$ cat config.mk
export PLATFORM = sky130hd
export DESIGN_NAME = lsu_ram_master
export DESIGN_NICKNAME = d
export VERILOG_FILES = /design/src/rtl/lsu_ram_master.sv
export SDC_FILE = /design/constraint.sdc
export NUM_CORES = 1
export LEC_CHECK = 0
export CORE_ASPECT_RATIO = 0.75
export CORE_MARGIN = 10
export CORE_UTILIZATION = 51
export DETAILED_ROUTE_END_ITERATION = 8
export HOLD_SLACK_MARGIN = 0.06
export PLACE_DENSITY = 0.87
export SLEW_MARGIN = 40
export SYNTH_ARGS = -nofsm -noshare
export SYNTH_HDL_FRONTEND = slang
export SYNTH_SLANG_ARGS = --single-unit
$ cat constraint.sdc
create_clock -name CLK -period 2.79 [get_ports CLK]
set_input_delay 0.4185 -clock CLK [delete_from_list [all_inputs] [get_ports CLK]]
set_output_delay 0.4185 -clock CLK [all_outputs]
set_load 0.03 [all_outputs]
$ cat src/rtl/lsu_ram_master.sv
// rtl/lsu_ram_master.sv - RV32I byte-addressed load/store initiator for a 1024x32 word RAM
// Optional upper-address range check: LSU_RANGE_CHECK_EN
module lsu_ram_master #(
    parameter int ADDR_W = 10,
    parameter int DATA_W = 32
) (
    input  logic              CLK,
    input  logic              RESET,
    input  logic              REQ,
    input  logic              WE,
    input  logic [2:0]        FUNCT3,
    input  logic [31:0]       ADDR,
    input  logic [DATA_W-1:0] WDATA,
    output logic              BUSY,
    output logic              DONE,
    output logic [DATA_W-1:0] RDATA,
    output logic              ERR,
    output logic              RAM_ENABLE,
    output logic              RAM_READ,
    output logic              RAM_WRITE,
    output logic [ADDR_W-1:0] RAM_ADDRESS,
    output logic [DATA_W-1:0] RAM_WDATA,
    input  logic [DATA_W-1:0] RAM_RDATA
);

    typedef enum logic [1:0] {IDLE, RD, WR, RESP} state_t;

    state_t      state;
    logic        lat_we;
    logic [2:0]  lat_f3;
    logic [1:0]  lat_lane;
    logic [15:0] lat_wdata;

    logic              range_bad;
    logic              illegal;
    logic [4:0]        byte_off;
    logic [4:0]        half_off;
    logic [7:0]        byte_sel;
    logic [15:0]       half_sel;
    logic [DATA_W-1:0] load_val;
    logic [DATA_W-1:0] merge_word;

`ifdef LSU_RANGE_CHECK_EN
    assign range_bad = |ADDR[31:ADDR_W+2];
`else
    // Upper address bits alias into the RAM.
    logic unused_addr_hi;
    assign unused_addr_hi = ^ADDR[31:ADDR_W+2];
    assign range_bad      = 1'b0;
`endif

    always_comb begin
        illegal = (FUNCT3 == 3'b011) || (FUNCT3[2:1] == 2'b11)
               || (WE && FUNCT3[2])
               || ((FUNCT3[1:0] == 2'b01) && ADDR[0])
               || ((FUNCT3[1:0] == 2'b10) && (ADDR[1:0] != 2'b00))
               || range_bad;
    end

    assign byte_off = {lat_lane, 3'b000};
    assign half_off = {lat_lane[1], 4'b0000};
    assign byte_sel = RAM_RDATA[byte_off +: 8];
    assign half_sel = RAM_RDATA[half_off +: 16];

    always_comb begin
        case (lat_f3)
            3'b000:  load_val = {{(DATA_W-8){byte_sel[7]}}, byte_sel};
            3'b001:  load_val = {{(DATA_W-16){half_sel[15]}}, half_sel};
            3'b100:  load_val = {{(DATA_W-8){1'b0}}, byte_sel};
            3'b101:  load_val = {{(DATA_W-16){1'b0}}, half_sel};
            default: load_val = RAM_RDATA;
        endcase
    end

    // Sub-word store: replace only the addressed lane of the word just read.
    always_comb begin
        merge_word = RAM_RDATA;
        if (lat_f3[0])
            merge_word[half_off +: 16] = lat_wdata;
        else
            merge_word[byte_off +: 8] = lat_wdata[7:0];
    end

    always_ff @(posedge CLK) begin
        if (RESET) begin
            state       <= IDLE;
            lat_we      <= 1'b0;
            lat_f3      <= 3'b000;
            lat_lane    <= 2'b00;
            lat_wdata   <= 16'h0000;
            BUSY        <= 1'b0;
            DONE        <= 1'b0;
            ERR         <= 1'b0;
            RDATA       <= '0;
            RAM_ENABLE  <= 1'b0;
            RAM_READ    <= 1'b0;
            RAM_WRITE   <= 1'b0;
            RAM_ADDRESS <= '0;
            RAM_WDATA   <= '0;
        end else begin
            case (state)
                IDLE: begin
                    DONE <= 1'b0;
                    if (REQ) begin
                        lat_we    <= WE;
                        lat_f3    <= FUNCT3;
                        lat_lane  <= ADDR[1:0];
                        lat_wdata <= WDATA[15:0];
                        BUSY      <= 1'b1;
                        RDATA     <= '0;
                        ERR       <= 1'b0;
                        if (illegal) begin
                            ERR   <= 1'b1;
                            DONE  <= 1'b1;
                            state <= RESP;
                        end else if (!WE || (FUNCT3[1:0] != 2'b10)) begin
                            RAM_ENABLE  <= 1'b1;
                            RAM_READ    <= 1'b1;
                            RAM_ADDRESS <= ADDR[ADDR_W+1:2];
                            state       <= RD;
                        end else begin
                            RAM_ENABLE  <= 1'b1;
                            RAM_WRITE   <= 1'b1;
                            RAM_ADDRESS <= ADDR[ADDR_W+1:2];
                            RAM_WDATA   <= WDATA;
                            state       <= WR;
                        end
                    end
                end
                RD: begin
                    RAM_READ <= 1'b0;
                    if (lat_we) begin
                        RAM_WRITE <= 1'b1;
                        RAM_WDATA <= merge_word;
                        state     <= WR;
                    end else begin
                        RAM_ENABLE <= 1'b0;
                        RDATA      <= load_val;
                        DONE       <= 1'b1;
                        state      <= RESP;
                    end
                end
                WR: begin
                    RAM_ENABLE <= 1'b0;
                    RAM_WRITE  <= 1'b0;
                    RAM_WDATA  <= '0;
                    DONE       <= 1'b1;
                    state      <= RESP;
                end
                RESP: begin
                    DONE  <= 1'b0;
                    BUSY  <= 1'b0;
                    state <= IDLE;
                end
                default: state <= IDLE;
            endcase
        end
    end

endmodule

# --- After elaboration in Yosys (flattened, before gate mapping) ---
# Index checks and enable logic that the tools add are counted.
op_classes:
  eq_ne: 17
  n_bitwise: 1
  mux: 36
  reduce_logical: 22
  n_addsub: 2
  shifts: 6
op_table:
  columns: ["operator", "count"]
  rows:
  - ["$mux 32", 7]
  - ["$pmux 32 s4", 1]
  - ["$pmux 32 s3", 1]
  - ["$bwmux 32", 2]
  - ["$pmux 32 s2", 1]
  - ["$shift 16x7->32 const A", 1]
  - ["$shift 8x7->32 const A", 1]
  - ["$shiftx 16x7->32", 1]
  - ["$shiftx 32x6->16", 1]
  - ["$shiftx 32x6->8", 1]
  - ["$shiftx 8x7->32", 1]
  - ["$mux 1", 15]
  - ["$ne 2x2->1 const B", 7]
  - ["$neg 5->7", 2]
  - ["$eq 2x2->1 const B", 4]
  - ["$pmux 2 s4", 1]
  - ["$reduce_and 4->1", 2]
  - ["$eq 3x3->1 const B", 2]
  - ["$mux 2", 3]
  - ["$pmux 1 s3", 2]
  - ["$reduce_and 3->1", 2]
  - ["$reduce_bool 2->1", 3]
  - ["$logic_or 1x1->1", 5]
  - ["$reduce_and 5->1", 1]
  - ["12 further kinds", 17]
totals:
  word_cells: 98
  in_bits: 103
  out_inout_bits: 80
  ff_bits: 104

# --- Longest topological paths before layout ---
# Gate-level depths: netlist of the first run.
logic_depth:
  word_depth: 8
  ltp_mapped: 8
  ltp_nobuf: 6

# --- Least setup slack after synthesis of the first run ---
# No wires, ideal clock.
synth_path:
  kind: "register to register"
  start: "register lat_lane[0]"
  end: "register RAM_WDATA[18]"
  t_required_ns: 2.695
  synth_period_minus_slack_ns: 1.927
  stages_incl_launch_ff: 9
  setup_time_ns: 0.095
  setup_slack_ns: 0.863
  t_arrival_ns: 1.832
  n_path_buf: 2
  path_cell_list: "dfxtp_1 buf_2 inv_1 ha_1 nor4bb_1 clkbuf_1 a221o_1 a21oi_1 a221oi_1"
synth_via:
  elab_chain_cells: 6
  elab_cells_between_ends: 7
  cone_classes: "add/sub: 1; shift: 2; mux: 4"
synth_lines:
  columns: ["item", "line_no", "source"]
  rows:
  - ["start, declared", "31", "logic [1:0] lat_lane;"]
  - ["start signal, assigned", "107", "lat_lane <= ADDR[1:0];"]
  - ["$neg 5->7 *", "81", "merge_word[byte_off +: 8] = lat_wdata[7:0];"]
  - ["$shiftx 8x7->32 or $shift 8x7->32 (tied branches)", "81", null]
  - ["$bwmux 32 *", "81", null]
  - ["$mux 32 *", "78", "if (lat_f3[0])"]
  - ["$mux 32 *", "132", "if (lat_we) begin"]
  - ["$pmux 32 s3 *", "101", "case (state)"]
  - ["end signal, assigned", "134", "RAM_WDATA <= merge_word;"]
  - ["end, declared", "22", "output logic [DATA_W-1:0] RAM_WDATA,"]
# Mark *: on every way between the ends. The rest lies on a longest branch, timed or not. The select of a mux whose other input is x is not followed.
# A chain may end at the register's enable or synchronous reset.

# --- Worst setup path in the final report of the first run ---
layout_path:
  start: "register lat_lane[1]"
  end: "register RAM_WDATA[31]"
layout_via:
  elab_chain_cells: 6
  elab_cells_between_ends: 11
  cone_classes: "add/sub: 2; shift: 4; mux: 5"
layout_lines:
  columns: ["item", "line_no", "source"]
  rows:
  - ["$neg 5->7, on equally long branches", "79, 81", null]
  - ["$shiftx 16x7->32 (tied with other cells)", "79", "merge_word[half_off +: 16] = lat_wdata;"]
  - ["$bwmux 32, on equally long branches", "79, 81", null]
  - ["$mux 32 *", "78", null]
  - ["$mux 32 *", "132", null]
  - ["$pmux 32 s3 *", "101", null]
# Marked as above.

==> results.md, run 1 <==
- Status: complete, no violations
- Critical Path Source Type: flop
- TritonCTS clock tree: yes
- Total Wirelength: ~21000 um
- Hold slack: about 0.46 ns
- DRC violations left: 0
- Final HPWL DP: ~15000 um
- R2R Path End: RAM_WDATA[31]$_SDFFE_PP0P_
- Ant diodes: 0
- Setup-failing EPs final: 0
- Worst hold path type: reg -> reg
- Levels on crit path: 7
- # Post-CTS Setup Buffers: 0
- Die area: approximately 0.016 mm2
- Min cycle time layout: 2.20 ns
- Met2 wire length: around 9000 um
- Initial detailed-routing violation count: ~570
- Number of vias per cell: 6.33
- Crit path kind: reg -> reg
- Met3 WL: 2760 um
- GRT Util Overall: between 20% and 30%
- R2R Path Start: lat_lane[1]$_SDFFE_PP0P_
- Path depth of the worst reg2reg path: 7
- Die Ht: about 110 um
- Fmax achieved: 0.454 GHz
- Total CTS buffers: 9
- # hold bufs at CTS: 0
- Period utilization: 78.9%
- Relative slew slack: roughly 48%
- Max-cap viol count: 0
- Fraction of registers with async set or reset after synthesis: 0%
- Crit-path max cell delay: about 0.45 ns
- Share of cells above drive strength 1: 6.03%
- Worst Setup EP: RAM_WDATA[31]$_SDFFE_PP0P_
- Synth Area per Inst: between 8 and 9 um2
- Worst setup margin: a little under 0.6 ns
- Mapped Cells: 676
- Slew Viols, Final: 0
- CTS resizes: 0
- First-pass GRT wire length: 32300 um
- Port Buf Inserts: 162
- Slowest cell on crit path: dfxtp_2
- IO Count: 183
- Top Layer Used: met4
- Setup_tns: 0 ns
- Placement Setup Slack: 0.371 ns
- Chip Width: 143 um
- Critical-path cell list: buf_4, ha_1, nor4bb_1, buf_4, a221o_1, a21oi_1, a221oi_1
- # nets final: slightly above 900
- Critical path startpoint: lat_lane[1]$_SDFFE_PP0P_
- Total core area: about 0.011 mm2
- DRT Pass-1 Iters: 6
- Crit-path most repeated cell: buf_4
- CTS H-tree lvls: 3
- Area Overhead vs Synth: 34.1%
- Worst Tran Pin Value: slightly below 0.8 ns
- Cell Area, Placed: 0.00744 mm2
- Initial antenna violation count: 0
- Yosys reg bits: around 100
- Worst Path Max Fanout: 21
- WL met1: 9000 um
- Via Count: 6024
- Hold path startpoint: RDATA[1]$_SDFFE_PP0P_
- Leak Pwr: between 2 and 3 nW
- Largest net degree at the start of global routing: between 60 and 70
- Clk_skew: just under 0.009 ns
- Finished layout cell area: between 0.007 and 0.008 mm2
- Tot Pwr: roughly 7.8 mW
- Gr ovfl total: 0
- Clock Path Buffers: 2
- PwrDens: around 1000 mW/mm2
- Arrival @ worst endpoint: 2.46 ns
- Avg WL per Cell: ~22 um
- Crit-path leading delay family: buffers and inverters
- FP Rows: 33
- Initial Util: 52.4%
- Sequential-to-total area share from yosys stat: between 30% and 40%
- Worst Setup End Kind: flop
- Worst-path clk slew: 0.08 ns
- Syn. warnings: 0
- Clock root buffer: clkbuf_16
- VDD IR max: about 0.65 mV
- Reg2reg setup slack: about 0.6 ns
- Final Hold Fails: 0
- Placer Congestion: approximately 0.9
- Most used DFF post-synth: dfxtp_1
- Clk_lat worst skew: ~0.35 ns
- WP data required: roughly 3.1 ns
- Number of clock sinks: approximately 100
- WP buf/inv: 2
- Synth cell types: between 40 and 50
- Post-Syn Nets: 789
- RSZ-0062 raised after global routing: no
- Post-DRT Antenna Nets: 0
- Number of global-route vias before repair: between 5000 and 6000
- Number of flops mapped to enable cells by yosys: 0
- Netlist area before placement: about 0.0058 mm2
layout make-up:
type,count,area (um2)
Tap cell,140,175
Fill cell,835,3260
Clock inverter,6,47.5
Inverter,9,33.8
Multi-Input combinational cell,502,3390
Timing Repair Buffer,181,1760
Clock buffer,10,229
Sequential cell,104,2080
cells in the mapped netlist, types with 2 or more instances:
master / number / area [um2]
a21oi_1: 98 / 490
ha_1: 10 / 125
nor3_1: 2 / 10.0
nand2_1: 63 / 236
o21ai_0: 3 / 15.0
or3_1: 4 / 25.0
inv_1: 8 / 30.0
buf_2: 17 / 85.1
clkbuf_1: 34 / 128
a221o_1: 24 / 240
mux2i_1: 55 / 551
buf_1: 6 / 22.5
a311o_1: 8 / 80.1
buf_4: 3 / 22.5
nand2b_1: 30 / 188
nor4bb_1: 2 / 20.0
a32o_1: 24 / 240
o2bb2ai_1: 4 / 35.0
dfxtp_1: 104 / 2080
o221ai_1: 5 / 43.8
nor2_1: 52 / 195
o21ai_1: 11 / 55.1
a221oi_1: 33 / 289
mux2_2: 2 / 22.5
nand3_1: 3 / 15.0
nor2b_1: 49 / 307
metal layers:
metal / track usage, % / up-vias
li1: - / 2758
met1: 35.2 / 2873
met2: 35.9 / 369
met3: 8.55 / 24
met4: 5.90 / 0
met5: 0 / -
cells in the final DEF, fill, tap and decap left out, types with 8 or more instances in the layout:
cell	netlist	routed
a21oi_1	98	98
a221o_1	24	24
a221oi_1	33	33
a311o_1	8	8
a32o_1	24	24
buf_4	3	19
clkbuf_16	0	9
clkdlybuf4s50_1	0	161
dfxtp_1	104	102
ha_1	10	10
inv_1	8	8
mux2i_1	55	55
nand2_1	63	63
nand2b_1	30	30
nor2_1	52	51
nor2b_1	49	48
o21ai_1	11	10
flip-flops by register name, indices dropped and copies added, names as in the netlist, 2 cells and up:
signal / count
state: 2
RAM_ADDRESS: 10
lat_lane: 2
RAM_WDATA: 32
lat_wdata: 16
RDATA: 32
lat_f3: 3
where the power goes:
part / leakage (nW) / internal, mW / switching [mW] / total [mW]
combinational: 1.79 / 1.67 / 2.65 / 4.32
sequential: 0.850 / 1.91 / 0.309 / 2.21
clock: 0.134 / 0.618 / 0.595 / 1.21
total: 2.78 / 4.20 / 3.55 / 7.75
worst min path at each step:
stage | end | depth (start not counted)
6_report | RDATA[1]$_SDFFE_PP0P_ | 2
5_1_grt | RDATA[25]$_SDFFE_PP0P_ | 1
4_1_cts | RDATA[3]$_SDFFE_PP0P_ | 2
3_5_place_dp | RDATA[3]$_SDFFE_PP0P_ | 2
3_3_place_gp | RDATA[3]$_SDFFE_PP0P_ | 2
2_1_floorplan | lat_wdata[10]$_SDFFE_PP0P_ | 2
worst register-to-register path, stage by stage (launching register included):
cell and delay, ns:
dfxtp_2 0.45, buf_4 0.38, ha_1 0.24, nor4bb_1 0.29, buf_4 0.22, a221o_1 0.15
a21oi_1 0.10, a221oi_1 0.29
per-stage QoR:
step	instances	util (%)
finish	952	70.3
global route	952	70.3
CTS	952	70.3
detailed placement	936	67.8
global placement	936	67.7
floorplan	676	-
kinds of logic (layout without fill, tap and decap cells):
family | Yosys count | count (layout) | share of synthesized area, %
buffers and inverters | 70 | 206 | 5.26
muxes | 59 | 59 | 10.5
AOI/OAI and AO/OA | 221 | 221 | 27.6
and+or+nand+nor | 212 | 212 | 18.2
DFF | 104 | 104 | 36.2
adders and majority gates | 10 | 10 | 2.17
Note: power is estimated with default switching activity, not from simulation.
==> run 2, diff against run 1 <==
CORE_UTILIZATION = 47   (was 51)
PLACE_DENSITY = 0.81   (was 0.87)
clock period = 2.1 ns   (was 2.79 ns; I/O delays follow)
==> results.md, run 2 (same netlist as run 1, synthesis figures left out) <==
- # hold bufs at CTS: 0 (unchanged)
- Port Buf Inserts: 162 (unchanged)
- Number of global-route vias before repair: 5828 (+3.5%)
- Arrival @ worst endpoint: 2.24 ns (-0.22 ns)
- Cell Area, Placed: 0.00764 mm2 (+2.6%)
- Met3 WL: 2470 um (-10%)
- Number of clock sinks: 104 (unchanged)
- Clk_lat worst skew: 0.35 ns (about the same)
- Worst Path Max Fanout: 32 (+52%)
- Final HPWL DP: 15800 um (+2.6%)
- Fillers: 967 (+16%)
- Min cycle time layout: 1.99 ns (-0.212 ns)
- Area Overhead vs Synth: 38.4%
- Top Layer Used: met4
- WL met1: 9170 um (+1.9%)
- Crit path kind: reg -> reg
- Ant diodes: 0 (unchanged)
- R2R Path End: RAM_WDATA[1]$_SDFFE_PP0P_
- Gr ovfl total: 0 (unchanged)
- Initial Util: 48.9% (-3.6 points)
- Critical Path Source Type: flop
- Via Count: 6039 (+0.25%)
- Worst hold path type: in -> reg
- Chip Width: 148 um (+3.6%)
- CTS resizes: 0 (unchanged)
- Die Ht: 116 um (+3.4%)
- Largest registers: RAM_WDATA (32), RDATA (32), lat_wdata (16)
- DRC violations left: 0 (unchanged)
- FP Rows: 34 (+3.0%)
- Number of vias per cell: 6.12 (-3.2%)
- Setup-failing EPs final: 0 (unchanged)
- DRT Pass-1 Iters: 5 (-1)
- Post-DRT Antenna Nets: 0 (unchanged)
- Die area: 0.0171 mm2 (+7.1%)
- Slew Viols, Final: 0 (unchanged)
- CTS H-tree lvls: 3 (unchanged)
- Reg2reg setup slack: 0.11 ns (-0.48 ns)
- Initial antenna violation count: 0 (unchanged)
- WP data required: 2.35 ns (-0.70 ns)
- Post-Layout Cell Count: 986 (+3.6%)
- Clock root buffer: clkbuf_16
- Leak Pwr: 2.88 nW (+3.9%)
- RSZ-0062 raised after global routing: no
- Avg WL per Cell: 21.4 um (-3.0%)
- Worst Tran Pin Value: 0.668 ns (-0.115 ns)
- Clk_skew: 0.00523 ns (-0.00345 ns)
- Total CTS buffers: 9 (unchanged)
- TritonCTS clock tree: yes
- GRT Util Overall: 23.8% (-1.2 points)
- Finished layout cell area: 0.00797 mm2 (+3.2%)
- # nets final: 932 (+1.3%)
- Share of cells above drive strength 1: 7.52% (+1.5 points)
- Worst Setup End Kind: flop
- Commonest non-fill, non-tap cell in the layout: clkdlybuf4s50_1
- Clock Path Buffers: 2 (unchanged)
- Worst Setup EP: RAM_WDATA[1]$_SDFFE_PP0P_
- Relative slew slack: 55.5% (+7.6 points)
- Total Wirelength: 21100 um (+0.43%)
- Fmax achieved: 0.503 GHz (+11%)
- # Post-CTS Setup Buffers: 0 (unchanged)
- Status: complete, no violations
- Final Hold Fails: 0 (unchanged)
- Critical path startpoint: state[0]$_SDFFE_PP0N_
- Hold path depth: 2 (unchanged)
- Max-cap viol count: 0 (unchanged)
- R2R Path Start: state[0]$_SDFFE_PP0N_
- Cell Count Post-Placement: 970 (+3.6%)
- Largest net degree at the start of global routing: 38 (-42%)
- PwrDens: 1350 mW/mm2 (+34%)
- Setup_tns: 0 ns (unchanged)
- VDD IR max: 0.867 mV (+34%)
- Total core area: 0.0118 mm2 (+7.3%)
- Initial detailed-routing violation count: 642 (+12%)
- Period utilization: 94.7% (+16 points)
- Met2 wire length: 9100 um (+1.1%)
- Most frequent cells in the layout: clkdlybuf4s50_1 (161), dfxtp_1 (102), a21oi_1 (97), nand2_1 (63), mux2i_1 (55)
- IO Count: 183 (unchanged)
- First-pass GRT wire length: 32700 um (+1.2%)
- Placer Congestion: 0.924 (+3.6%)
- Path depth of the worst reg2reg path: 7 (unchanged)
- Worst-path clk slew: 0.07 ns (about the same)
## run 2: how the worst min path moves through the flow
| stage | start | endpoint | slack (ns) |
|---|---|---|---|
| floorplan | lat_wdata[10]$_SDFFE_PP0P_ | lat_wdata[10]$_SDFFE_PP0P_ | 0.45 |
| global placement | ERR$_SDFFE_PP0P_ | ERR$_SDFFE_PP0P_ | 0.45 |
| detailed placement | RDATA[6]$_SDFFE_PP0P_ | RDATA[6]$_SDFFE_PP0P_ | 0.45 |
| CTS | RESET | RDATA[2]$_SDFFE_PP0P_ | 0.40 |
| global route | RESET | RDATA[3]$_SDFFE_PP0P_ | 0.45 |
| finish | RESET | RDATA[3]$_SDFFE_PP0P_ | 0.43 |
## run 2: area by class of cell
cell class | count | area [um2] | share of cell area, %
multi-input combinational | 502 | 3390 | 42.5
timing repair buffer | 193 | 1940 | 24.3
clock inverter | 6 | 91.3 | 1.15
inverter | 9 | 33.8 | 0.424
sequential | 104 | 2080 | 26.2
tap | 162 | 203 | 2.54
clock buffer | 10 | 229 | 2.87
## run 2: metal layers
layer  track usage (%)  up-vias
met1              32.0     2834
met3              7.25       46
li1                  -     2787
met5                 0        -
met2              36.6      372
met4              6.13        0
## run 2: worst max-delay path, stage by stage (launching register included)
cell,delay [ns]
dfxtp_1,0.39
inv_1,0.10
ha_1,0.38
nand2b_1,0.19
o31a_1,0.24
nor2_2,0.07
buf_12,0.18
a221oi_1,0.32
## run 2: stage by stage
| stage | util (%) | hold WS, ns | power (mW) | worst slack (ns) |
|---|---|---|---|---|
| global route | 67.6 | 0.446 | 11.3 | 0.000461 |
| floorplan | - | 0.448 | 6.66 | 0.173 |
| CTS | 67.5 | 0.405 | 10.7 | 0.0289 |
| detailed placement | 64.8 | 0.448 | 8.84 | -0.0233 |
| global placement | 64.8 | 0.446 | 8.68 | 0.0333 |
| finish | 67.6 | 0.426 | 10.7 | 0.111 |
## run 2: power by group
group | total, mW | switching, mW | internal (mW)
logic | 5.95 | 3.56 | 2.39
clock network | 1.83 | 0.775 | 1.05
registers | 2.94 | 0.408 | 2.53
